File: src/rtl/snowflake_sys_pkg.sv
// Shared definitions for the snowflake system controller.
//   - Register word indices (sys_addr[7:2]) for the 0x1000-0x10FF window
//   - UART transmitter state encoding
//   - UART_STATUS bit positions
package snowflake_sys_pkg;

    localparam logic [5:0] SYS_MTIME_LO    = 6'h00;
    localparam logic [5:0] SYS_MTIME_HI    = 6'h01;
    localparam logic [5:0] SYS_MTIMECMP_LO = 6'h02;
    localparam logic [5:0] SYS_MTIMECMP_HI = 6'h03;
    localparam logic [5:0] SYS_UART_TX     = 6'h04;
    localparam logic [5:0] SYS_UART_STATUS = 6'h05;
    localparam logic [5:0] SYS_LED         = 6'h06;
    localparam logic [5:0] SYS_MSIP        = 6'h07;

    localparam int STAT_BUSY_BIT = 0;
    localparam int STAT_FULL_BIT = 1;

    typedef enum logic [1:0] {
        UART_IDLE  = 2'd0,
        UART_START = 2'd1,
        UART_DATA  = 2'd2,
        UART_STOP  = 2'd3
    } uart_state_e;

endpackage

File: src/rtl/snowflake_uart_tx.sv
// 8N1 UART transmitter with a one-byte holding register.
//   clk, rst   : clock, synchronous active-high reset
//   wr         : write strobe into the holding register
//   wr_data    : byte to transmit
//   busy       : shifter active (state != IDLE)
//   full       : holding register occupied
//   tx         : serial line, idle high
//
// state      | meaning
// UART_IDLE  | line high; loads holding byte when full
// UART_START | start bit (0) for UART_DIV cycles
// UART_DATA  | 8 data bits LSB first, UART_DIV cycles each
// UART_STOP  | stop bit (1) for UART_DIV cycles
module snowflake_uart_tx
    import snowflake_sys_pkg::*;
#(
    parameter int UART_DIV = 217
) (
    input  logic       clk,
    input  logic       rst,
    input  logic       wr,
    input  logic [7:0] wr_data,
    output logic       busy,
    output logic       full,
    output logic       tx
);

    localparam int BW = $clog2(UART_DIV);
    localparam logic [BW-1:0] BAUD_RELOAD = BW'(UART_DIV - 1);

    uart_state_e   state_q, state_d;
    logic [BW-1:0] baud_q, baud_d;
    logic [2:0]    bit_q, bit_d;
    logic [7:0]    shift_q, shift_d;
    logic [7:0]    hold_q, hold_d;
    logic          full_q, full_d;
    logic          tx_q, tx_d;
    logic          load;
    logic          baud_tc;

    always_comb begin
        state_d = state_q;
        baud_d  = baud_q;
        bit_d   = bit_q;
        shift_d = shift_q;
        hold_d  = hold_q;
        full_d  = full_q;
        load    = (state_q == UART_IDLE) && full_q;
        baud_tc = (baud_q == '0);

        case (state_q)
            UART_IDLE: begin
                if (full_q) begin
                    state_d = UART_START;
                    baud_d  = BAUD_RELOAD;
                    shift_d = hold_q;
                end
            end
            UART_START: begin
                if (baud_tc) begin
                    state_d = UART_DATA;
                    baud_d  = BAUD_RELOAD;
                    bit_d   = 3'd7;
                end else begin
                    baud_d = baud_q - BW'(1);
                end
            end
            UART_DATA: begin
                if (baud_tc) begin
                    baud_d = BAUD_RELOAD;
                    if (bit_q == 3'd0) begin
                        state_d = UART_STOP;
                    end else begin
                        bit_d   = bit_q - 3'd1;
                        shift_d = {1'b0, shift_q[7:1]};
                    end
                end else begin
                    baud_d = baud_q - BW'(1);
                end
            end
            UART_STOP: begin
                if (baud_tc) begin
                    state_d = UART_IDLE;
                end else begin
                    baud_d = baud_q - BW'(1);
                end
            end
            default: state_d = UART_IDLE;
        endcase

        // The slot frees on the load edge, so a write on that same edge is kept.
        if (load) begin
            full_d = 1'b0;
        end
        if (wr && (!full_q || load)) begin
            full_d = 1'b1;
            hold_d = wr_data;
        end

        // tx is registered from the next state so it lines up with state_q.
        case (state_d)
            UART_START: tx_d = 1'b0;
            UART_DATA:  tx_d = shift_d[0];
            default:    tx_d = 1'b1;
        endcase
    end

    always_ff @(posedge clk) begin
        if (rst) begin
            state_q <= UART_IDLE;
            baud_q  <= '0;
            bit_q   <= '0;
            shift_q <= '0;
            hold_q  <= '0;
            full_q  <= 1'b0;
            tx_q    <= 1'b1;
        end else begin
            state_q <= state_d;
            baud_q  <= baud_d;
            bit_q   <= bit_d;
            shift_q <= shift_d;
            hold_q  <= hold_d;
            full_q  <= full_d;
            tx_q    <= tx_d;
        end
    end

    assign busy = (state_q != UART_IDLE);
    assign full = full_q;
    assign tx   = tx_q;

endmodule

File: src/rtl/snowflake_system_ctrl.sv
// Snowflake system controller: responder for the 0x1000-0x10FF window.
// Holds the 64-bit mtime/mtimecmp timer, a UART transmitter and an LED register.
//   clk, rst          : clock, synchronous active-high reset
//   sys_addr          : byte address, only [7:2] decoded
//   sys_wr_data       : full-word write data
//   sys_en, sys_wr_en : access strobe and direction
//   sys_rd_data       : read data, registered, valid the cycle after the request
//   timer_irq         : registered mtime >= mtimecmp
//   soft_irq          : MSIP bit (tied 0 unless SNOWFLAKE_SYS_MSIP_EN is defined)
//   uart_tx           : serial output
//   led               : LED register
// Optional build macro: SNOWFLAKE_SYS_MSIP_EN enables the MSIP register at 0x1C.
module snowflake_system_ctrl
    import snowflake_sys_pkg::*;
#(
    parameter int TIME_PRESCALE = 25,
    parameter int UART_DIV      = 217,
    parameter int LED_W         = 8
) (
    input  logic             clk,
    input  logic             rst,
    input  logic [31:0]      sys_addr,
    output logic [31:0]      sys_rd_data,
    input  logic [31:0]      sys_wr_data,
    input  logic             sys_en,
    input  logic             sys_wr_en,
    output logic             timer_irq,
    output logic             soft_irq,
    output logic             uart_tx,
    output logic [LED_W-1:0] led
);

    localparam int PW = (TIME_PRESCALE > 1) ? $clog2(TIME_PRESCALE) : 1;
    localparam logic [PW-1:0] PRESC_LAST = PW'(TIME_PRESCALE - 1);

    logic [5:0]       word;
    logic             wr_req, rd_req;
    logic             tick;
    logic             uart_wr, uart_busy, uart_full;
    logic [31:0]      rd_val;

    logic [PW-1:0]    presc_q, presc_d;
    logic [63:0]      mtime_q, mtime_d;
    logic [63:0]      mtimecmp_q, mtimecmp_d;
    logic             timer_irq_q, timer_irq_d;
    logic [LED_W-1:0] led_q, led_d;
    logic [31:0]      rd_data_q, rd_data_d;

    // Upper address bits are decoded by the bus; byte-lane bits are meaningless here.
    logic unused_addr_bits;
    assign unused_addr_bits = ^{sys_addr[31:8], sys_addr[1:0]};

    assign word    = sys_addr[7:2];
    assign wr_req  = sys_en && sys_wr_en;
    assign rd_req  = sys_en && !sys_wr_en;
    assign tick    = (presc_q == PRESC_LAST);
    assign uart_wr = wr_req && (word == SYS_UART_TX);

`ifdef SNOWFLAKE_SYS_MSIP_EN
    logic msip_q, msip_d;
    always_comb begin
        msip_d = msip_q;
        if (wr_req && word == SYS_MSIP) begin
            msip_d = sys_wr_data[0];
        end
    end
    always_ff @(posedge clk) begin
        if (rst) msip_q <= 1'b0;
        else     msip_q <= msip_d;
    end
    assign soft_irq = msip_q;
`else
    assign soft_irq = 1'b0;
`endif

    always_comb begin
        presc_d = tick ? '0 : presc_q + PW'(1);

        // A software write to either half wins over a tick in the same cycle.
        mtime_d = mtime_q;
        if (wr_req && word == SYS_MTIME_LO) begin
            mtime_d[31:0] = sys_wr_data;
        end else if (wr_req && word == SYS_MTIME_HI) begin
            mtime_d[63:32] = sys_wr_data;
        end else if (tick) begin
            mtime_d = mtime_q + 64'd1;
        end

        mtimecmp_d = mtimecmp_q;
        if (wr_req && word == SYS_MTIMECMP_LO) mtimecmp_d[31:0]  = sys_wr_data;
        if (wr_req && word == SYS_MTIMECMP_HI) mtimecmp_d[63:32] = sys_wr_data;

        timer_irq_d = (mtime_q >= mtimecmp_q);

        led_d = led_q;
        if (wr_req && word == SYS_LED) led_d = sys_wr_data[LED_W-1:0];

        rd_val = '0;
        case (word)
            SYS_MTIME_LO:    rd_val = mtime_q[31:0];
            SYS_MTIME_HI:    rd_val = mtime_q[63:32];
            SYS_MTIMECMP_LO: rd_val = mtimecmp_q[31:0];
            SYS_MTIMECMP_HI: rd_val = mtimecmp_q[63:32];
            SYS_UART_STATUS: begin
                rd_val[STAT_BUSY_BIT] = uart_busy;
                rd_val[STAT_FULL_BIT] = uart_full;
            end
            SYS_LED:         rd_val = 32'(led_q);
`ifdef SNOWFLAKE_SYS_MSIP_EN
            SYS_MSIP:        rd_val = {31'b0, msip_q};
`endif
            default:         rd_val = '0;
        endcase

        rd_data_d = rd_req ? rd_val : rd_data_q;
    end

    always_ff @(posedge clk) begin
        if (rst) begin
            presc_q     <= '0;
            mtime_q     <= '0;
            mtimecmp_q  <= '1;
            timer_irq_q <= 1'b0;
            led_q       <= '0;
            rd_data_q   <= '0;
        end else begin
            presc_q     <= presc_d;
            mtime_q     <= mtime_d;
            mtimecmp_q  <= mtimecmp_d;
            timer_irq_q <= timer_irq_d;
            led_q       <= led_d;
            rd_data_q   <= rd_data_d;
        end
    end

    snowflake_uart_tx #(
        .UART_DIV (UART_DIV)
    ) u_uart_tx (
        .clk     (clk),
        .rst     (rst),
        .wr      (uart_wr),
        .wr_data (sys_wr_data[7:0]),
        .busy    (uart_busy),
        .full    (uart_full),
        .tx      (uart_tx)
    );

    assign sys_rd_data = rd_data_q;
    assign timer_irq   = timer_irq_q;
    assign led         = led_q;

endmodule

File: config.mk
export PLATFORM = sky130hd
export DESIGN_NAME = snowflake_system_ctrl
export DESIGN_NICKNAME = d
export VERILOG_FILES = /design/src/rtl/snowflake_sys_pkg.sv /design/src/rtl/snowflake_uart_tx.sv /design/src/rtl/snowflake_system_ctrl.sv
export SDC_FILE = /design/constraint.sdc
export NUM_CORES = 1
export LEC_CHECK = 0
export BUFFER_PORTS_ARGS = -buffer_cell sky130_fd_sc_hd__buf_2
export CAP_MARGIN = 40
export CORE_MARGIN = 5
export CORE_UTILIZATION = 35
export CTS_BUF_LIST = sky130_fd_sc_hd__clkbuf_8
export DETAILED_ROUTE_END_ITERATION = 12
export GPL_TIMING_DRIVEN = 0
export SYNTH_ARGS = -nofsm -noshare
export SYNTH_HDL_FRONTEND = slang
export SYNTH_SLANG_ARGS = --single-unit
File: constraint.sdc
create_clock -name clk -period 6.5 [get_ports clk]
set_input_delay 1.95 -clock clk [delete_from_list [all_inputs] [get_ports clk]]
set_output_delay 1.95 -clock clk [all_outputs]
set_load 0.01 [all_outputs]
# Yosys cells after proc, flatten, opt, wreduce, memory -nomap -nowiden
# Index checks and enable logic that the tools add are counted.
# op_classes
mux,27
eq_ne,18
div,0
magnitude_cmp,1
n_mul,0
addsub,4
n_reduce_logical,30
bitwise_logic,1
shift,0
# ops
operator,n
$pmux 30 s5,1
$mux 32,3
$add 64x1->64 const B,1
$ge 64x64->1,1
$mux 64,1
$mux 8,6
$pmux 8 s3,1
$eq 6x3->1 const B,3
$pmux 8 s2,1
$eq 6x2->1 const B,2
$pmux 2 s6,1
$reduce_bool 2->1,6
$logic_and 1x1->1,10
$mux 2,5
$mux 3,3
$logic_not 8->1,1
$pmux 2 s4,1
$reduce_and 4->1,2
$sub 8x1->8 const B,1
$eq 2x2->1 const B,3
$eq 6x1->1 const B,1
$logic_not 6->1,1
$ne 2x1->1 const B,3
$ne 2x2->1 const B,3
other kinds (14),20
# word_totals
mem_count,0
latchBits,0
ramBits,0
ff_bits,205
rom_bits,0

# Depth between registers and ports, before layout
# Gate-level depths: netlist of run 1.
# depth
ltp_word,6
ltp_mapped,10
depth_no_buf,8

# By module
# From an unflattened synthesis of run 1, not the netlist that was laid out.
# hier_totals
hier_cells,1411
hier_area_um2,11516.0
# modules_own_cells
module,area_per_inst_um2,n_inst,seq_area_each_um2,cells_per_inst
snowflake_system_ctrl,9894.5,1,3483.3,1224
snowflake_uart_tx,1621.6,1,620.6,187

# Least setup slack after synthesis of run 1
# Ideal clock, no wire load.
# synth_path
path_kind,input to register
from,input port sys_addr[5]
to,register mtime_q[49]
slack_ps,2599
t_arrival_ps,3830
path_stages,8
setup_time_ps,70
n_path_buf,2
path_cell_list,or4_1 -> clkbuf_1 -> o21ai_2 -> nor3_1 -> nand3_2 -> buf_2 -> mux2_2 -> a21oi_1
# synth_between
elab_chain_len,4
# synth_rtl
element,line,source
"start, declared",snowflake_system_ctrl.sv:22,"input logic [31:0] sys_addr,"
$eq 6x1->1 or $logic_not 6->1 (tied branches),"snowflake_system_ctrl.sv:83, snowflake_system_ctrl.sv:81",
$logic_and 1x1->1 (on tied branches),"snowflake_system_ctrl.sv:83, snowflake_system_ctrl.sv:81",
$reduce_bool 2->1 (no source line) or $not 1->1 (tied branches),n/a,
$reduce_and 2->1 (no source line),n/a,
"end signal, assigned",snowflake_system_ctrl.sv:128,mtime_q <= mtime_d;
"end, declared",snowflake_system_ctrl.sv:43,"logic [63:0] mtime_q, mtime_d;"
# Parallel ways exist; a longest one is shown, timed or not.
# A chain may end at the register's enable or synchronous reset.

# Worst setup path after layout of run 1
# layout_path
from,input port sys_addr[3]
to,"register rd_data_q[20], in the netlist sys_rd_data[20]"
# layout_between
elab_chain_len,2
# layout_rtl
element,line,source
"$eq 6x3->1, or another cell as far along",snowflake_system_ctrl.sv:99,case (word)
$pmux 30 s5 *,snowflake_system_ctrl.sv:99,
"end signal, assigned",snowflake_system_ctrl.sv:132,rd_data_q <= rd_data_d;
"end, declared",snowflake_system_ctrl.sv:47,"logic [31:0] rd_data_q, rd_data_d;"
# Mark *: on every way between the ends. The rest lies on a longest branch, timed or not.

==> results of run 1 <==
-- worst paths after layout --
path               startpoint               to  slack [ps]  cells after the start
setup / recovery  sys_addr[3]  sys_rd_data[20]        2470                      6
hold / removal     presc_q[0]       presc_q[0]         480                      1
setup reg to reg   mtime_q[9]        timer_irq        3570                      8
hold reg to reg    presc_q[0]       presc_q[0]         480                      1
-- cell type report --
cell class	count	area (um^2)	area share
well taps	442	553.0	0.04194
clock inverters	14	67.56	0.005124
inverters	84	315.3	0.02391
repair buffers	88	473.0	0.03587
plain buffers	83	322.8	0.02448
multi-input cells	961	6731	0.5105
clock buffers	45	619.3	0.04697
flip-flops and latches	205	4104	0.3112
-- layer usage --
layer  global-route usage  routed length, um  up-vias
met5                    0                  0        -
met4              0.08453               1607        0
met3              0.04255               3198       97
met2               0.3378              17830      464
met1               0.2911              17230     5202
li1                     -                  -     5138
-- worst register-to-register path, stage by stage (launching register included) --
cell       delay (ps)
dfxtp_1           410
ha_1              350
nand4_1           140
or3_1             400
a2111oi_0         440
buf_1             220
a211o_1           260
a21oi_1           200
o31ai_1           380
-- metrics by stage --
step / hold slack [ps] / util / instance area [um^2] / setup WS [ps] / instances
final: 478.4 / 0.4063 / 13190 / 2475 / 1922
after CTS: 484.9 / 0.4063 / 13190 / 2521 / 1922
after detailed placement: 475.7 / 0.3851 / 12500 / 1967 / 1863
after global placement: 451.2 / 0.3831 / 12430 / 1772 / 1856
after floorplan: 430.0 / - / 11470 / 2599 / 1333
after global routing: 503.3 / 0.4063 / 13190 / 2381 / 1922
-- state kept, by name, summed over array words and instances, names as in the netlist, 2 cells and up --
name / cells
u_uart_tx.bit_q: 3
mtimecmp_q: 64
led: 8
sys_rd_data: 32
u_uart_tx.baud_q: 8
mtime_q: 64
presc_q: 5
u_uart_tx.state_q: 2
u_uart_tx.shift_q: 8
u_uart_tx.hold_q: 8
-- kinds of logic after synthesis --
family / after synthesis / share of synthesized area
and+or+nand+nor: 477 / 0.2047
AOI/OAI and AO/OA: 312 / 0.1880
DFF: 205 / 0.3577
buffers and inverters: 167 / 0.05562
adders and majority gates: 74 / 0.08070
muxes: 55 / 0.08092
xor gates and xnor gates: 42 / 0.03206
other: 1 / 0.0003268
-- power breakdown --
group | internal (mW) | total (mW) | switching, mW | leakage [nW]
clock network | 0.623 | 1.18 | 0.561 | 0.391
registers | 1.31 | 1.35 | 0.0395 | 1.66
logic | 0.184 | 0.511 | 0.327 | 3.51
total | 2.11 | 3.04 | 0.927 | 5.56
-- placed cells by master, fill, tap and decap left out, types with 6 or more instances in the layout --
master,instances
nand2_1,160
a22oi_1,37
a211oi_1,43
inv_1,92
clkbuf_8,45
or3_1,14
ha_1,74
a21oi_1,55
dfxtp_1,205
a221oi_1,11
buf_2,88
xnor2_1,8
o211ai_1,73
clkbuf_1,71
and3_1,19
and2_1,9
and4_1,8
mux4_2,30
buf_1,6
nor2_1,128
o21ai_0,33
nand3_1,39
a31oi_1,17
nand2b_1,8
nand4_1,23
nor3_1,25
mux2i_1,23
nor4_1,13
xor2_1,34
==> impl_results.md, run 1 <==
- Required @ worst endpoint: just under 7000 ps
- CP Cell Sequence: clkbuf_1 > buf_1 > clkbuf_1 > mux4_2 > a22oi_1 > nor2_1
- Primary FF master, synth: dfxtp_1
- Worst EP arrival: approximately 4400 ps
- CTS clk-pin slew, worst paths: approximately 50 ps
- Maximum fanout along the worst path: 10
- CTS Buf Count: 38
- Yosys cell types: 70
- Startpoint Class: input port
- Synth area leader: dfxtp_1
- EDFF count, synth: 0
- F_max: 0.2484 GHz
- Clock buffer depth: 3
- Max VDD drop: around 0.00015 V
- Synth warn: 0
- Final setup vio count: 0
- CTS tree: done
- Tmin final: around 4000 ps
- Max Cap Viol: 0
- Clk sinks: roughly 210
- Vias post-DR: around 11000
- Pin count of the biggest net entering global routing: 11
- TritonRoute pass-1 iters: 6
- Number of synthesized register bits: a little over 200
- Core box area: between 30000 and 40000 um^2
- Die area: 36500 um^2
- Hold/Removal Path Class: reg2reg
- Dominant cells by area after synthesis: dfxtp_1 36%, ha_1 8.1%, mux4_2 5.9%
- Yosys top cell area share: 0.3577
- Initial Utilization: 0.3535
- Total Routing Usage GR: 0.2148
- Top-count cell post-synth: dfxtp_1
- Hold buffers post-CTS: 0
- Crit path max-delay family: buffers and inverters
- Slowest stage delay, CP: ~710 ps
- CTS root buffer: clkbuf_8
- Vias per cell: 5.672
- First-pass GRT wire length: 61490 um
- Setup crit end kind: flip-flop
- GPL Wtd Cong: between 0.9 and 1
- Layout cell share with drive strength beyond 1: 0.1324
- Clk Latency, worst-skew pair: between 500 and 600 ps
- Slew Viols, Final: 0
- Syn avg cell area: between 8 and 9 um^2
- Synthesized area: approximately 11000 um^2
- Critical path class: in2reg
- GRT overflow: 0
- Seq/Total Area, Yosys: 0.3577
- Port Buffers: 81
- Worst Max-Slew Pin Slew: slightly above 900 ps
- PD cells: between 200 and 250 nW/um^2
- Setup Fix Bufs, Post-CTS: 0
- Initial DRC Count: between 900 and 1000
- Fill cells: 3329
- H-tree levels: 2
- WL per Instance: 20.74 um
- Crit path max-delay cell type: buf_1
- Post-synth top cells: 205 x dfxtp_1, 160 x nand2_1, 128 x nor2_1, 84 x inv_1, 74 x ha_1
- Post-DP HPWL: about 30000 um
- ANT nets after route: 0
- Max_slew headroom: 0.3949
- Syn_nets: around 1500
- Die W: 191.1 um
- Fin Clk Skew: around 27 ps
- Final Total Pwr: 3.041 mW
- Nets: 1603
- Status: completed
- Post-CTS resize count: 0
- Initial antenna violation count: 0
- RSZ-0062 raised after global routing: false
- Buf/Inv on CP: 3
- Rows: 66
- Gate Count Post-Synth: around 1300
- Routed WL: approximately 40000 um
- Area delta synth->final: 14.93%
- Most frequent CP cell: clkbuf_1
- Io pins: about 110
- DRC viols: 0
- Antenna cell count: 0
- Die H: 191.1 um
- Leak: about 5.6 nW
- Crit share post-route: 0.6193
- Asr flop ratio synth: 0
- Final Hold Fails: 0
- Vias in the first global route: ~10000
- Post-route setup TNS: 0 ps
Note: power is estimated with default switching activity, not from simulation.
==> run 2: changes to the inputs <==
--- a/config.mk
+++ b/config.mk
@@ -5,6 +5,7 @@
 export SDC_FILE = /design/constraint.sdc
 export NUM_CORES = 1
 export LEC_CHECK = 0
+export ABC_AREA = 1
 export BUFFER_PORTS_ARGS = -buffer_cell sky130_fd_sc_hd__buf_2
 export CAP_MARGIN = 40
 export CORE_MARGIN = 5
==> constraint.sdc (replaced) <==
create_clock -name clk -period 3.5 [get_ports clk]
set_input_delay 1.05 -clock clk [delete_from_list [all_inputs] [get_ports clk]]
set_output_delay 1.05 -clock clk [all_outputs]
set_load 0.01 [all_outputs]
==> impl_results.md, run 2 <==
- Status: completed
- Core box area: 35570 um^2 (+9.6%)
- Largest family of logic cells by synthesized area: simple AND/OR/NAND/NOR gates
- Synth warn: 0 (unchanged)
- Startpoint Class: input port
- Total Routing Usage GR: 0.2684 (+0.05354)
- TritonRoute pass-1 iters: 7 (+1)
- Crit path max-delay cell type: nor2_2
- Max Cap Viol: 0 (unchanged)
- Max_slew headroom: 0.3942 (-0.0007880)
- RSZ-0062 raised after global routing: false
- CP Cell Sequence: buf_2 > inv_1 > nand2_1 > nor2_4 > nand3_1 > nor2_2 > clkbuf_1 > o211ai_1
- Initial DRC Count: 1331 (+37%)
- Slew Viols, Final: 0 (unchanged)
- Yosys top cell area share: 0.3248 (-0.03284)
- Number of synthesized register bits: 205 (unchanged)
- Place WS: 228.5 ps (-1738 ps)
- CTS root buffer: clkbuf_8
- Crit share post-route: 0.7752
- Initial Utilization: 0.3552 (+0.001643)
- Layout cell share with drive strength beyond 1: 0.09875 (-0.03368)
- Routed WL: 54620 um (+37%)
- DRC viols: 0 (unchanged)
- Synth Area in Adders: 0.07329 (-0.007409)
- Primary FF master, synth: dfxtp_1
- Vias post-DR: 13840 (+27%)
- CTS Buf Count: 40 (+5.3%)
- Most common cell after layout, fill and taps aside: nand2_1
- WL per Instance: 21.53 um (+3.8%)
- DP Area: 13700 um^2 (+9.6%)
- PD cells: 357.8 nW/um^2 (+55%)
- Die H: 200.0 um (+4.7%)
- Gate Count Post-Synth: 1922 (+44%)
- Dominant cells by area after synthesis: dfxtp_1 32%, nand2_1 17%, ha_1 7.3%
- Crit path max-delay family: simple AND/OR/NAND/NOR gates
- Io pins: 111 (unchanged)
- Max VDD drop: 0.0002328 V (+52%)
- Leak: 6.221 nW (+12%)
- GPL Wtd Cong: 0.9902 (+7.5%)
- ANT nets after route: 0 (unchanged)
- Top-count cell post-synth: nand2_1
- Yosys cell types: 50 (-29%)
- Reg2Reg Setup Slack: 1020 ps (-2550 ps)
- Final setup vio count: 0 (unchanged)
- Fin util: 0.4065 (about the same)
- Port Buffers: 82 (+1.2%)
- Post-CTS resize count: 0 (unchanged)
- Maximum fanout along the worst path: 10 (unchanged)
- Post-Synth XOR/XNOR Area: 0.02010 (-0.01196)
- Setup Fix Bufs, Post-CTS: 0 (unchanged)
- Tmin final: 2713 ps
- Rows: 69 (+4.5%)
- First-pass GRT wire length: 80640 um (+31%)
- Fill cells: 3883 (+17%)
- Syn avg cell area: 6.573 um^2 (-24%)
- Synthesized area: 12630 um^2 (+10%)
- Nets: 2195 (+37%)
- Hold/Removal Path Class: reg2reg
- Area delta synth->final: 14.44%
- Post-route setup TNS: 0 ps (unchanged)
- Mux contribution to synthesized area: 0 (-0.08092)
- Critical path class: in2reg
- Vias per cell: 5.454 (-3.8%)
- GRT overflow: 0 (unchanged)
- Syn_nets: 2064 (+40%)
- Die area: 39990 um^2 (+9.6%)
- CTS clk-pin slew, worst paths: 60 ps (about the same)
- Final Total Pwr: 5.173 mW (+70%)
- Simple-gate share of the synthesized area: 0.3166 (+0.1119)
- Pin count of the biggest net entering global routing: 11 (unchanged)
- Fin Clk Skew: 36.00 ps (+8.961 ps)
- Worst EP arrival: 3140 ps (-1280 ps)
- Buf/Inv on CP: 3 (unchanged)
- Clk Latency, worst-skew pair: 610 ps (+70 ps)
- Setup crit end kind: flip-flop
- Required @ worst endpoint: 3920 ps (-2970 ps)
- CTS tree: done
- Clock buffer depth: 3 (unchanged)
- Worst Max-Slew Pin Slew: 908.8 ps (+1.181 ps)
- Clk sinks: 205 (unchanged)
- Most frequent cells in the layout: 583 x nand2_1, 205 x dfxtp_1, 201 x nor2_1, 198 x inv_1, 147 x a21oi_1
- Post-synth top cells: 583 x nand2_1, 205 x dfxtp_1, 201 x nor2_1, 185 x inv_1, 147 x a21oi_1
- Final Hold Fails: 0 (unchanged)
- Initial antenna violation count: 1 (+1)
- Slowest stage delay, CP: 680 ps (-30 ps)
- Setup WS post-layout: 786.7 ps (-1688 ps)
- Hold buffers post-CTS: 0 (unchanged)
- Die W: 200.0 um (+4.7%)
- Synth Area in Compound Gates: 0.1794 (-0.008644)
- F_max: approximately 0.37 GHz
- Vias in the first global route: 13130 (+25%)
- H-tree levels: 2 (unchanged)
- Synth area leader: dfxtp_1
- Post-DP HPWL: 43230 um (+44%)
- Antenna cell count: 0 (unchanged)
- Final instance area: 14460 um^2 (+9.6%)
- EDFF count, synth: 0 (unchanged)
- Asr flop ratio synth: 0 (unchanged)
- Seq/Total Area, Yosys: 0.3248 (-0.03284)
==> run 2: worst reg2reg max path: stages, from the launching register on <==
cell and delay (ps):
dfxtp_1 540, inv_1 140, nor3_1 510, nand2_1 150, nor2_1 320, nand2_1 130
o21ai_0 280, nand3_1 120, nand2_1 80, a21oi_1 60
==> run 2: logic make-up after synthesis <==
family / after synthesis
fa+ha+maj: 74
buf+inv: 275
flops: 205
compound gates: 378
simple gates: 960
other cells: 1
xor+xnor: 29
==> run 2: layout make-up <==
| cell class | count | area, um^2 | share of cell area |
|---|---|---|---|
| Multi-Input combinational cell | 1442 | 7450 | 0.5153 |
| Sequential cell | 205 | 4104 | 0.2839 |
| Inverter | 199 | 749.5 | 0.05184 |
| Clock buffer | 48 | 660.6 | 0.04569 |
| Tap cell | 461 | 576.8 | 0.03990 |
| Timing Repair Buffer | 89 | 493.0 | 0.03410 |
| Buffer | 76 | 330.3 | 0.02285 |
| Clock inverter | 17 | 93.84 | 0.006491 |
==> run 2: final timing paths <==
check / depth (start not counted) / from / endpoint
setup / recovery: 8 / sys_addr[6] / mtimecmp_q[28]
setup reg to reg: 9 / mtime_q[37] / mtime_q[39]
hold / removal: 2 / sys_rd_data[27] / sys_rd_data[27]
hold reg to reg: 2 / sys_rd_data[27] / sys_rd_data[27]
==> run 2: metrics by stage <==
step | cells | hold slack (ps)
after floorplan | 1922 | 423.9
after detailed placement | 2472 | 454.6
after global routing | 2537 | 479.1
after global placement | 2465 | 444.1
final | 2537 | 461.2
after CTS | 2537 | 463.0
==> run 2: layer usage <==
| metal | wire length, um | track usage | share of wire | up-vias |
|---|---|---|---|---|
| met5 | 0 | 0 | 0 | - |
| met4 | 2175 | 0.1130 | 0.040 | 0 |
| met3 | 4380 | 0.05304 | 0.080 | 115 |
| met2 | 24870 | 0.4320 | 0.46 | 593 |
| met1 | 23190 | 0.3526 | 0.42 | 6492 |
| li1 | - | - | - | 6636 |
==> run 2: power by group <==
group	internal (mW)	total, mW	switching [mW]	leakage, nW
registers	2.36	2.38	0.0178	1.66
clock network	1.30	2.40	1.10	0.440
logic	0.110	0.390	0.280	4.12
total	3.77	5.17	1.40	6.22
==> run 3: changes to the inputs <==
--- a/config.mk
+++ b/config.mk
@@ -5,7 +5,7 @@
 export SDC_FILE = /design/constraint.sdc
 export NUM_CORES = 1
 export LEC_CHECK = 0
-export ABC_AREA = 1
+export ABC_AREA = 0
 export BUFFER_PORTS_ARGS = -buffer_cell sky130_fd_sc_hd__buf_2
 export CAP_MARGIN = 40
 export CORE_MARGIN = 5
==> constraint.sdc (replaced) <==
create_clock -name clk -period 2.5 [get_ports clk]
set_input_delay 0.75 -clock clk [delete_from_list [all_inputs] [get_ports clk]]
set_output_delay 0.75 -clock clk [all_outputs]
set_load 0.01 [all_outputs]
==> impl_results.md, run 3 (synthesized netlist as in run 1, its figures left out) <==
- Max VDD drop: 0.0003775 V (+62%)
- R2r startpoint: mtime_q[2]
- Clock share of power: 0.414 (-0.050)
- Io pins: 111 (unchanged)
- Hold buffers post-CTS: 0 (unchanged)
- Pin count of the biggest net entering global routing: 12 (+1)
- Clock buffer depth: 3 (unchanged)
- Initial DRC Count: 1075 (-19%)
- Crit path max-delay family: buffers and inverters
- Routed wl met2: 18540 um (-25%)
- Final Hold Fails: 0 (unchanged)
- CTS clk-pin slew, worst paths: 60 ps (about the same)
- DP Area: 12530 um^2 (-8.6%)
- Final setup vio count: 0 (unchanged)
- CP Cell Sequence: buf_2 > nor4_1 > clkdlybuf4s18_2 > clkbuf_2 > nand2_1 > nor2_2 > buf_2 > a22oi_1 > a21oi_1
- CTS root buffer: clkbuf_8
- F_max: slightly above 0.4 GHz
- CTS Buf Count: 40 (unchanged)
- Most frequent CP cell: buf_2
- GPL Wtd Cong: 0.9288 (-6.2%)
- Register area: 4109 um^2 (+0.12%)
- Final instance area: 13560 um^2 (-6.2%)
- Crit path launch: sys_addr[5]
- Slowest stage delay, CP: 360 ps (-320 ps)
- Worst EP arrival: 2870 ps (-270 ps)
- Wl on met1: 17850 um (-23%)
- Core box area: 32450 um^2 (-8.8%)
- Clk sinks: 205 (unchanged)
- Initial antenna violation count: 0 (-1)
- CTS tree: done
- Max_slew headroom: 0.4264 (+0.03226)
- Fin Clk Skew: 39.76 ps (+3.759 ps)
- Combinational Power Share: 0.165 (+0.090)
- Most frequent cells in the layout: 201 x dfxtp_1, 159 x nand2_1, 126 x nor2_1, 97 x inv_1, 89 x buf_2
- Initial Utilization: 0.3535 (-0.001643)
- Buf/Inv on CP: 4 (+1)
- Post-route setup TNS: 0 ps (unchanged)
- Die area: 36500 um^2 (-8.7%)
- Port Buffers: 81 (-1.2%)
- Crit share post-route: 0.9663
- Most common cell after layout, fill and taps aside: dfxtp_1
- Setup WS post-layout: 84.13 ps (-702.6 ps)
- Status: completed
- DRC viols: 0 (unchanged)
- Vias post-DR: 11010 (-20%)
- Hold wc startpoint: presc_q[0]
- Die W: 191.1 um (-4.5%)
- GRT overflow: 0 (unchanged)
- Layout Cells excl Fill: 1942 (-23%)
- Met3 wire len: 3089 um (-29%)
- Int Pwr: 5.804 mW (+54%)
- Worst Max-Slew Pin Slew: 860.4 ps (-48.39 ps)
- Total Routing Usage GR: 0.2202 (-0.04818)
- First-pass GRT wire length: 63300 um (-22%)
- Post-DP HPWL: 29940 um (-31%)
- PD cells: 614.3 nW/um^2 (+72%)
- Antenna cell count: 0 (unchanged)
- Multi-input logic area: 6863 um^2 (-7.9%)
- Crit path max-delay cell type: buf_2
- Place WS: -781.1 ps (-1010 ps)
- Setup crit end kind: flip-flop
- Tmin final: ~2400 ps
- Clk Latency, worst-skew pair: 570 ps (-40 ps)
- Maximum fanout along the worst path: 10 (unchanged)
- Switching share of total power: 0.3033 (+0.03280)
- Fill cells: 3316 (-15%)
- TritonRoute pass-1 iters: 5 (-2)
- RSZ-0062 raised after global routing: false
- Placed instance count: 1863 (-25%)
- Required @ worst endpoint: 2960 ps (-960 ps)
- Hold/Removal Path Class: reg2reg
- Nets: 1614 (-26%)
- Layout cell share with drive strength beyond 1: 0.1680 (+0.06925)
- Sw power: 2.527 mW (+81%)
- Area delta synth->final: 18.21%
- Rows: 66 (-4.3%)
- Die H: 191.1 um (-4.5%)
- Max Cap Viol: 0 (unchanged)
- H-tree levels: 2 (unchanged)
- Leak: 5.796 nW (-6.8%)
- Reg power frac: 0.421 (-0.039)
- WL per Instance: 20.92 um (-2.8%)
- Slew Viols, Final: 0 (unchanged)
- Vias per cell: 5.670 (+4.0%)
- Vias in the first global route: 10680 (-19%)
- ANT nets after route: 0 (unchanged)
- Startpoint Class: input port
- Routed WL: 40620 um (-26%)
- Highest metal used: met4
- Critical path class: in2reg
## run 3: final timing paths
check / endpoint / slack, ps / cells after the start
setup / recovery: mtime_q[31] / 80 / 9
hold / removal: presc_q[0] / 460 / 1
setup reg to reg: mtime_q[33] / 90 / 9
hold reg to reg: presc_q[0] / 460 / 1
## run 3: area by class of cell
| cell class | instances | area share |
|---|---|---|
| sequential | 205 | 0.3030 |
| timing repair buffer | 100 | 0.04161 |
| clock buffer | 53 | 0.05378 |
| clock inverter | 17 | 0.006181 |
| tap | 442 | 0.04077 |
| inverter | 84 | 0.02325 |
| multi-input combinational | 961 | 0.5060 |
| buffer | 80 | 0.02546 |
## run 3: worst register-to-register path, cell delays in order (launching register included)
cell      delay (ps)
dfxtp_1          480
and3_2           320
nand4_1          270
clkbuf_2         320
nor4_4           170
buf_4            180
buf_4            120
nand3_1           80
xor2_1           160
a211oi_1         230
## run 3: metrics by stage
step	total power, mW	hold WS (ps)	utilization
floorplan	4.478	430.0	-
global placement	4.861	449.5	0.3840
detailed placement	4.887	452.2	0.3860
CTS	8.334	454.6	0.4156
global route	8.723	470.1	0.4179
finish	8.332	459.1	0.4179
## run 3: metal layers
metal | GRT usage | vias to the layer above
li1 | - | 5160
met1 | 0.3009 | 5342
met2 | 0.3623 | 423
met3 | 0.03598 | 86
met4 | 0.05967 | 0
met5 | 0 | -
## run 3: repair_timing
| action | CTS | global route |
|---|---|---|
| resized for setup | 22 | 30 |
| gates cloned | 0 | 0 |
| setup buffers | 10 | 2 |
| setup endpoints to repair | 77 | 97 |
| pin swaps | 7 | 2 |
## run 3: power groups by stage
stage               combinational [mW]  sequential (mW)  clock, mW
global route                      1.53             3.52       3.67
detailed placement                1.32             3.57          0
finish                            1.38             3.51       3.45
global placement                  1.30             3.56          0
CTS                               1.34             3.50       3.50
floorplan                        0.928             3.55          0
